$ cat src/rtl/rom_load_sequencer.sv
// rom_load_sequencer
//
// Bridges the hps_io ioctl download port to the game core's dn_* ROM-load
// interface. The flat download stream is split into three ROM regions
// (program, graphics, sound). Accepted bytes are buffered in a 2-entry FIFO
// and forwarded to the ROM storage with a valid/ready handshake. The block
// also owns the core reset: the core is held in reset while a download is
// running, the image size is validated, and reset is released a fixed number
// of cycles after a good load has fully drained.
//
// Handshake (dn_*): dn_wr is the valid, dn_ready the ready. A write transfers
// on a rising clk_sys edge where dn_wr && dn_ready. While dn_wr is high and
// dn_ready is low, dn_addr/dn_data/dn_region are held stable. dn_ready is
// only meaningful while dn_wr is high.
//
// Ports:
//   clk_sys         system clock, rising edge
//   reset           synchronous, active-high
//   ioctl_download  download in progress (level)
//   ioctl_wr        one-cycle byte strobe
//   ioctl_addr      byte address (25 bits)
//   ioctl_dout      byte data
//   dn_wr           write valid (FIFO non-empty)
//   dn_ready        sink accepts the write this cycle
//   dn_addr         region-local address
//   dn_data         write data
//   dn_region       0 = program, 1 = graphics, 2 = sound
//   core_reset      reset to the game core
//   busy            FIFO non-empty, or loading / draining
//   load_done       sticky: last load was valid
//   size_err        sticky: out-of-range address or wrong byte count
//   overflow        sticky: a byte was dropped because the FIFO was full
//   dbg_state       current FSM state (debug observation)

module rom_load_sequencer #(
  parameter logic [15:0] PROG_TOP          = 16'h6000,
  parameter logic [15:0] GFX_TOP           = 16'h8000,
  parameter logic [16:0] SND_TOP           = 17'h0A000,
  parameter logic [15:0] POST_RESET_CYCLES = 16'd1024
) (
  input  logic        clk_sys,
  input  logic        reset,
  input  logic        ioctl_download,
  input  logic        ioctl_wr,
  input  logic [24:0] ioctl_addr,
  input  logic [7:0]  ioctl_dout,
  output logic        dn_wr,
  input  logic        dn_ready,
  output logic [15:0] dn_addr,
  output logic [7:0]  dn_data,
  output logic [1:0]  dn_region,
  output logic        core_reset,
  output logic        busy,
  output logic        load_done,
  output logic        size_err,
  output logic        overflow,
  output logic [2:0]  dbg_state
);

  typedef enum logic [2:0] {
    ST_IDLE  = 3'd0,
    ST_LOAD  = 3'd1,
    ST_DRAIN = 3'd2,
    ST_HOLD  = 3'd3,
    ST_RUN   = 3'd4
  } state_e;

  typedef struct packed {
    logic [1:0]  region;
    logic [15:0] addr;
    logic [7:0]  data;
  } entry_t;

  // ---------------------------------------------------------------------------
  // State
  // ---------------------------------------------------------------------------
  state_e      state_q,      state_d;
  entry_t      head_q,       head_d;     // FIFO slot 0, drives dn_*
  entry_t      tail_q,       tail_d;     // FIFO slot 1
  logic [1:0]  fifo_cnt_q,   fifo_cnt_d;
  logic [16:0] byte_cnt_q,   byte_cnt_d;
  logic [15:0] hold_cnt_q,   hold_cnt_d;
  logic        core_reset_q, core_reset_d;
  logic        load_done_q,  load_done_d;
  logic        size_err_q,   size_err_d;
  logic        overflow_q,   overflow_d;

  // ---------------------------------------------------------------------------
  // Address decode
  // ---------------------------------------------------------------------------
  logic [16:0] addr_lo;
  logic        addr_ok;
  logic [16:0] off_prog;
  logic [16:0] off_gfx;
  entry_t      new_ent;

  assign addr_lo  = ioctl_addr[16:0];
  // Anything at or beyond the sound top, including addresses with upper
  // bits set that would otherwise alias into the image, is rejected.
  assign addr_ok  = (ioctl_addr[24:17] == 8'd0) && (addr_lo < SND_TOP);
  assign off_prog = addr_lo - {1'b0, PROG_TOP};
  assign off_gfx  = addr_lo - {1'b0, GFX_TOP};

  always_comb begin
    new_ent.data = ioctl_dout;
    if (addr_lo < {1'b0, PROG_TOP}) begin
      new_ent.region = 2'd0;
      new_ent.addr   = addr_lo[15:0];
    end else if (addr_lo < {1'b0, GFX_TOP}) begin
      new_ent.region = 2'd1;
      new_ent.addr   = off_prog[15:0];
    end else begin
      new_ent.region = 2'd2;
      new_ent.addr   = off_gfx[15:0];
    end
  end

  // ---------------------------------------------------------------------------
  // FIFO control
  // ---------------------------------------------------------------------------
  logic wr_req;
  logic fifo_full;
  logic pop;
  logic push;
  logic drop_range;
  logic drop_full;

  assign dn_wr      = (fifo_cnt_q != 2'd0);
  assign fifo_full  = (fifo_cnt_q == 2'd2);
  assign pop        = dn_wr && dn_ready;
  assign wr_req     = (state_q == ST_LOAD) && ioctl_wr;
  // A full FIFO still takes a byte when the head leaves in the same cycle.
  assign push       = wr_req && addr_ok && (!fifo_full || pop);
  assign drop_range = wr_req && !addr_ok;
  assign drop_full  = wr_req && addr_ok && fifo_full && !pop;

  always_comb begin
    head_d     = head_q;
    tail_d     = tail_q;
    fifo_cnt_d = fifo_cnt_q;
    case ({push, pop})
      2'b10: begin
        if (fifo_cnt_q == 2'd0) begin
          head_d = new_ent;
        end else begin
          tail_d = new_ent;
        end
        fifo_cnt_d = fifo_cnt_q + 2'd1;
      end
      2'b01: begin
        head_d     = tail_q;
        fifo_cnt_d = fifo_cnt_q - 2'd1;
      end
      2'b11: begin
        // Occupancy is unchanged; the new byte lands behind whatever stays.
        if (fifo_cnt_q == 2'd1) begin
          head_d = new_ent;
        end else begin
          head_d = tail_q;
          tail_d = new_ent;
        end
      end
      default: begin
      end
    endcase
  end

  // ---------------------------------------------------------------------------
  // Sequencing FSM
  // ---------------------------------------------------------------------------
  always_comb begin
    state_d      = state_q;
    hold_cnt_d   = hold_cnt_q;
    core_reset_d = core_reset_q;
    load_done_d  = load_done_q;
    size_err_d   = size_err_q | drop_range;
    overflow_d   = overflow_q | drop_full;
    byte_cnt_d   = byte_cnt_q;
    if (push && (byte_cnt_q != 17'h1FFFF)) begin
      byte_cnt_d = byte_cnt_q + 17'd1;
    end

    case (state_q)
      ST_IDLE, ST_HOLD, ST_RUN: begin
        if (ioctl_download) begin
          // A new download always restarts from a clean slate, even from HOLD.
          state_d      = ST_LOAD;
          core_reset_d = 1'b1;
          load_done_d  = 1'b0;
          size_err_d   = 1'b0;
          overflow_d   = 1'b0;
          byte_cnt_d   = 17'd0;
        end else if (state_q == ST_HOLD) begin
          if (hold_cnt_q == 16'd0) begin
            state_d      = ST_RUN;
            core_reset_d = 1'b0;
            load_done_d  = 1'b1;
          end else begin
            hold_cnt_d = hold_cnt_q - 16'd1;
          end
        end
      end
      ST_LOAD: begin
        if (!ioctl_download) begin
          state_d = ST_DRAIN;
        end
      end
      ST_DRAIN: begin
        // The size check waits until every accepted byte has been handed off,
        // so the core never leaves reset with ROM writes still in flight.
        if (fifo_cnt_q == 2'd0) begin
          if ((byte_cnt_q == SND_TOP) && !size_err_q) begin
            state_d    = ST_HOLD;
            hold_cnt_d = POST_RESET_CYCLES;
          end else begin
            state_d      = ST_IDLE;
            size_err_d   = 1'b1;
            core_reset_d = 1'b1;
          end
        end
      end
      default: begin
        state_d = ST_IDLE;
      end
    endcase
  end

  // ---------------------------------------------------------------------------
  // Registers
  // ---------------------------------------------------------------------------
  always_ff @(posedge clk_sys) begin
    if (reset) begin
      state_q      <= ST_IDLE;
      head_q       <= '0;
      tail_q       <= '0;
      fifo_cnt_q   <= 2'd0;
      byte_cnt_q   <= 17'd0;
      hold_cnt_q   <= 16'd0;
      core_reset_q <= 1'b1;
      load_done_q  <= 1'b0;
      size_err_q   <= 1'b0;
      overflow_q   <= 1'b0;
    end else begin
      state_q      <= state_d;
      head_q       <= head_d;
      tail_q       <= tail_d;
      fifo_cnt_q   <= fifo_cnt_d;
      byte_cnt_q   <= byte_cnt_d;
      hold_cnt_q   <= hold_cnt_d;
      core_reset_q <= core_reset_d;
      load_done_q  <= load_done_d;
      size_err_q   <= size_err_d;
      overflow_q   <= overflow_d;
    end
  end

  // ---------------------------------------------------------------------------
  // Outputs
  // ---------------------------------------------------------------------------
  assign dn_addr    = head_q.addr;
  assign dn_data    = head_q.data;
  assign dn_region  = head_q.region;
  assign core_reset = core_reset_q;
  assign load_done  = load_done_q;
  assign size_err   = size_err_q;
  assign overflow   = overflow_q;
  assign busy       = dn_wr || (state_q == ST_LOAD) || (state_q == ST_DRAIN);
  assign dbg_state  = state_q;

endmodule

$ cat config.mk
export PLATFORM = sky130hd
export DESIGN_NAME = rom_load_sequencer
export DESIGN_NICKNAME = d
export VERILOG_FILES = /design/src/rtl/rom_load_sequencer.sv
export SDC_FILE = /design/constraint.sdc
export NUM_CORES = 1
export LEC_CHECK = 0
export ABC_AREA = 1
export CAP_MARGIN = 30
export CORE_ASPECT_RATIO = 0.7
export CORE_MARGIN = 2
export CORE_UTILIZATION = 47
export CTS_CLUSTER_SIZE = 40
export DETAILED_ROUTE_END_ITERATION = 8
export GPL_TIMING_DRIVEN = 0
export PLACE_DENSITY = 0.7
export SLEW_MARGIN = 5
export SYNTH_ARGS = -nofsm -noshare
export SYNTH_HDL_FRONTEND = slang
export SYNTH_SLANG_ARGS = --single-unit
$ cat constraint.sdc
create_clock -name clk_sys -period 2.49 [get_ports clk_sys]
set_input_delay 0.498 -clock clk_sys [delete_from_list [all_inputs] [get_ports clk_sys]]
set_output_delay 0.498 -clock clk_sys [all_outputs]
set_load 0.005 [all_outputs]
After elaboration in Yosys (flattened, before gate mapping). Index checks and enable logic that the tools add are counted.

Output and inout port bits: 35. Bits of input ports: 38. Bits in registers: 94.

Reductions and logical operators: 35. Equality and inequality tests: 23. Bitwise operators: 2. Magnitude comparators: 3. Muxes and demuxes: 40. $add $sub $neg: 6.

Operator list (number): $mux W26 (4); $mux W16 (5); $pmux W26 S3 (1); $pmux W26 S2 (1); $mux W17 (3); $mux W18 (2); $lt A17 B16 Y1 const B (2); $pmux W16 S2 (1); $ne A2 B2 Y1 const B (10); $add A17 B1 Y17 const B (1); $eq A17 B16 Y1 const B (1); $lt A17 B15 Y1 const B (1); $ne A17 B17 Y1 const B (1); $logic_not A16 Y1 (1); $sub A16 B1 Y16 const B (1); $sub A16 B15 Y16 const B (1); $sub A16 B16 Y16 const B (1); $mux W3 (5); $mux W1 (13); $reduce_bool A2 Y1 (6); $logic_and A1 B1 Y1 (10); $pmux W3 S3 (1); $logic_not A8 Y1 (1); $eq A2 B2 Y1 const B (3); other kinds (22) (33).

Logic depth before layout (Yosys ltp).
Depth in word-level cells: 8. Gate-level depth with buffers: 14.

Least setup slack after synthesis. OpenSTA, ideal clock, no wires.

Path type: register to register. From: reg byte_cnt_q[0]. To: reg byte_cnt_q[0]. Library setup time: 70 ps. Cell stages (with the launch flop): 12. Buffers on the path: 1. Slack: 541 ps. Arrival time: 1879 ps. Cells stage by stage: dfxtp_1 -> ha_1 -> nand2_1 -> nor3_1 -> inv_1 -> nor4_1 -> ha_1 -> inv_1 -> nand2_2 -> buf_2 -> o21ai_0 -> a21oi_1.

Longest elaborated chain between the ends: 5.

Ends and longest elaborated chain: start, declared (line 81) `logic [16:0] byte_cnt_q, byte_cnt_d;`; start signal, assigned (line 248) `byte_cnt_q <= byte_cnt_d;`; parallel branches: the longest is 2 deep, another holds $add A17 B1 Y17; $mux W17 * (line 179) `if (push && (byte_cnt_q != 17'h1FFFF)) begin`; $mux W17 (line 185) `if (ioctl_download) begin`; $mux W17 * (line 183) `case (state_q)`.

Mark *: on every way between the ends. A chain may end at the register's enable or synchronous reset.

Worst setup path after layout.
From: reg fifo_cnt_q[0]. To: out dn_wr.

Longest elaborated chain between the ends: 1.

Ends and longest elaborated chain: start, declared (line 80) `logic [1:0] fifo_cnt_q, fifo_cnt_d;`; start signal, assigned (line 247) `fifo_cnt_q <= fifo_cnt_d;`; $reduce_bool A2 Y1 (line 128) `assign dn_wr = (fifo_cnt_q != 2'd0);`; end, declared (line 47) `output logic dn_wr,`.

Every way passes these cells.

==> results.cfg <==
[timing]
worst_slack_ns = 0.161
fmax_mhz = 429
finalCritPeriodShare_pct = 93.5
maxSlewHeadroom_pct = 60.1
worst_slew_pin_slew_ns = 0.599
fin_tns_setup_ns = 0
setup_viol = 0
finalHoldViolCount = 0
holdWs_ns = 0.466
slew_violations = 0
min_period_ns = 2.33
clock_skew_ns = 0.00635
rsz0062_at_grt = no

[clock_tree]
insertion_delay_ns = 0.35
clk_pin_slew_worst_paths_ns = 0.06
cts_sinks = 94
cts-hold-fix-buffers = 0
tritoncts = built
post_cts_buffers = 0
cts_buffer_depth = 2
cts_root_buf = clkbuf_16
cts.htree.levels = 3
cts_made_buffers = 9

[layout]
fin_util_pct = 59.9
antenna_cells = 0
area_growth_pct = 22.2
drive_above_1_share_pct = 7.14
fin_nets = 998

[critical_path]
worstReg2RegStart = byte_cnt_q[1]$_SDFF_PP0_
worstSetupEndpointType = output port
cp-start-kind = flop
cp-endpoint = dn_wr
r2r_cells = 11
required_ns = 1.99
reg2reg_slack_ns = 0.18
cp-startpoint = fifo_cnt_q[0]$_SDFFE_PP0P_
cp.arrival_ns = 1.83
rr_endpoint = byte_cnt_q[1]$_SDFF_PP0_
critPathKind = flop to output port
cp_max_fo = 6

[flow_run]
maxCapViolCount = 0

[detailed_routing]
final_antenna_net_count = 0
vias = 5650
top_layer = met4
wl_met2_mm = 5.88
wl_per_cell_um = 13.6
routed_via_density = 5.11
drtIter0Drc = 428
drt-pass1-iter-count = 5
wl_met3_mm = 1.03
route.detailed.drc = 0
drt-total-wl_mm = 15.0
drt-met1-wl_mm = 8.01

[yosys]
netlist_top_cells_area = dfxtp_1 (34%), nand2_1 (16%), nor2_1 (11%)
ys.flop_type = dfxtp_1
yosysSeqAreaShare_pct = 34.3
syn_inst = 867
syn_avg_cell_area_um2 = 6.34
synth_top_area_share_pct = 34.3
ys_types = 44
async_reset_ff_share_pct = 0
synthesis.area_um2 = 5490
ys_top_cells_by_count = nand2_1 (227), nor2_1 (154), dfxtp_1 (94)
synth.ff_latch_count = 94
synth_most_common_cell = nand2_1
yosysWarnings = 0
synth_edf_count = 0
syn_nets = 915
synth_top_area_cell = dfxtp_1

[floorplan]
core_area_um2 = 11200
initial_core_util_pct = 49.0
die_h_um = 94.5
die_x_um = 133
ios = 73
dieArea_um2 = 12600
rows = 32

[global_routing]
grt_pass1_wl_mm = 25.0
grt_max_degree = 15
grt_usage_pct = 24.8
first_global_vias = 5065
antenna_found_initial = 0
grt-ovfl-total = 0

[min_path]
hold_class = flop to flop

[pwr]
vdd_drop_max_uv = 624
power_uw = 6520
power_leakage_uw = 0.00293
p_per_area_nw_per_um2 = 971

[placement]
gp_congestion = 0.957
dp.final_hpwl_mm = 11.0
io_buffers = 72
place_ws_ns = -0.134

[status]
outcome = finished clean
==> per-stage QoR <==
step | area [µm²] | std cells
6_report | 6720 | 1106
5_1_grt | 6720 | 1106
4_1_cts | 6700 | 1106
3_5_place_dp | 6410 | 1092
3_3_place_gp | 6410 | 1092
2_1_floorplan | 5490 | 867
==> repair_timing <==
| action | CTS | global route |
|---|---|---|
| hold endpoints to repair | 0 | 0 |
| endpoints found under the setup margin | 0 | 12 |
| gates resized for setup | 0 | 2 |
==> metal layers <==
metal	global-route usage (%)	vias to the layer above
met5	0	-
met4	5.67	0
met3	5.85	14
met2	35.8	158
met1	37.2	2532
li1	-	2946
==> cell type report <==
type | count | area [µm²]
Fill cell | 1090 | 4500
Multi-Input combinational cell | 660 | 3160
Sequential cell | 94 | 1880
Timing Repair Buffer | 72 | 721
Inverter | 80 | 303
Clock buffer | 11 | 253
Tap cell | 153 | 191
Buffer | 33 | 164
Clock inverter | 3 | 45.0
==> registers in the layout, summed over array words and instances (netlist names) <==
signal	count
byte_cnt_q	17
core_reset	1
dbg_state	3
dn_addr	16
dn_data	8
dn_region	2
fifo_cnt_q	2
hold_cnt_q	16
load_done	1
overflow	1
size_err	1
tail_q	26
==> how the worst min path moves through the flow <==
stage,from,end,cells past startpoint
2_1_floorplan,core_reset$_SDFFE_PP1P_,core_reset$_SDFFE_PP1P_,2
3_3_place_gp,load_done$_SDFFE_PP0P_,load_done$_SDFFE_PP0P_,1
3_5_place_dp,load_done$_SDFFE_PP0P_,load_done$_SDFFE_PP0P_,1
4_1_cts,load_done$_SDFFE_PP0P_,load_done$_SDFFE_PP0P_,1
5_1_grt,load_done$_SDFFE_PP0P_,load_done$_SDFFE_PP0P_,1
6_report,load_done$_SDFFE_PP0P_,load_done$_SDFFE_PP0P_,1
==> worst max-delay path: stages, from the launching register on <==
cell and delay [ns]:
dfxtp_1 0.38, inv_1 0.08, ha_1 0.34, inv_4 0.17, clkdlybuf4s50_1 0.52
==> logic make-up after synthesis <==
logic type,synth area share (%)
buf+inv,8.49
fa+ha+maj,2.28
simple gates,39.7
xor+xnor,1.43
flops,34.3
compound gates,13.8
==> layout by cell type (no fill, tap or decap), drive strengths merged <==
cell type / netlist / final
and2: 1 / 1
inv: 79 / 79
dfxtp: 94 / 94
a21oi: 46 / 46
bufinv: 0 / 1
nand2: 235 / 235
nor2: 163 / 163
nand4: 13 / 13
clkbuf: 14 / 25
xnor2: 4 / 4
clkdlybuf4s50: 0 / 72
buf: 19 / 19
nand3: 61 / 61
and3: 1 / 1
o21a: 1 / 1
ha: 10 / 10
nand3b: 3 / 3
nor3: 15 / 15
o211ai: 3 / 3
clkinvlp: 0 / 2
o21ai: 84 / 84
xor2: 5 / 5
clkinv: 1 / 1
o21bai: 5 / 5
nor4: 2 / 2
nor3b: 1 / 1
a211oi: 2 / 2
or2: 5 / 5
==> where the power goes <==
part / internal [µW] / total, µW / switching, µW
clock network: 823 / 1430 / 604
logic: 1190 / 3180 / 1990
registers: 1730 / 1910 / 176
(Power assumes the default switching activity.)
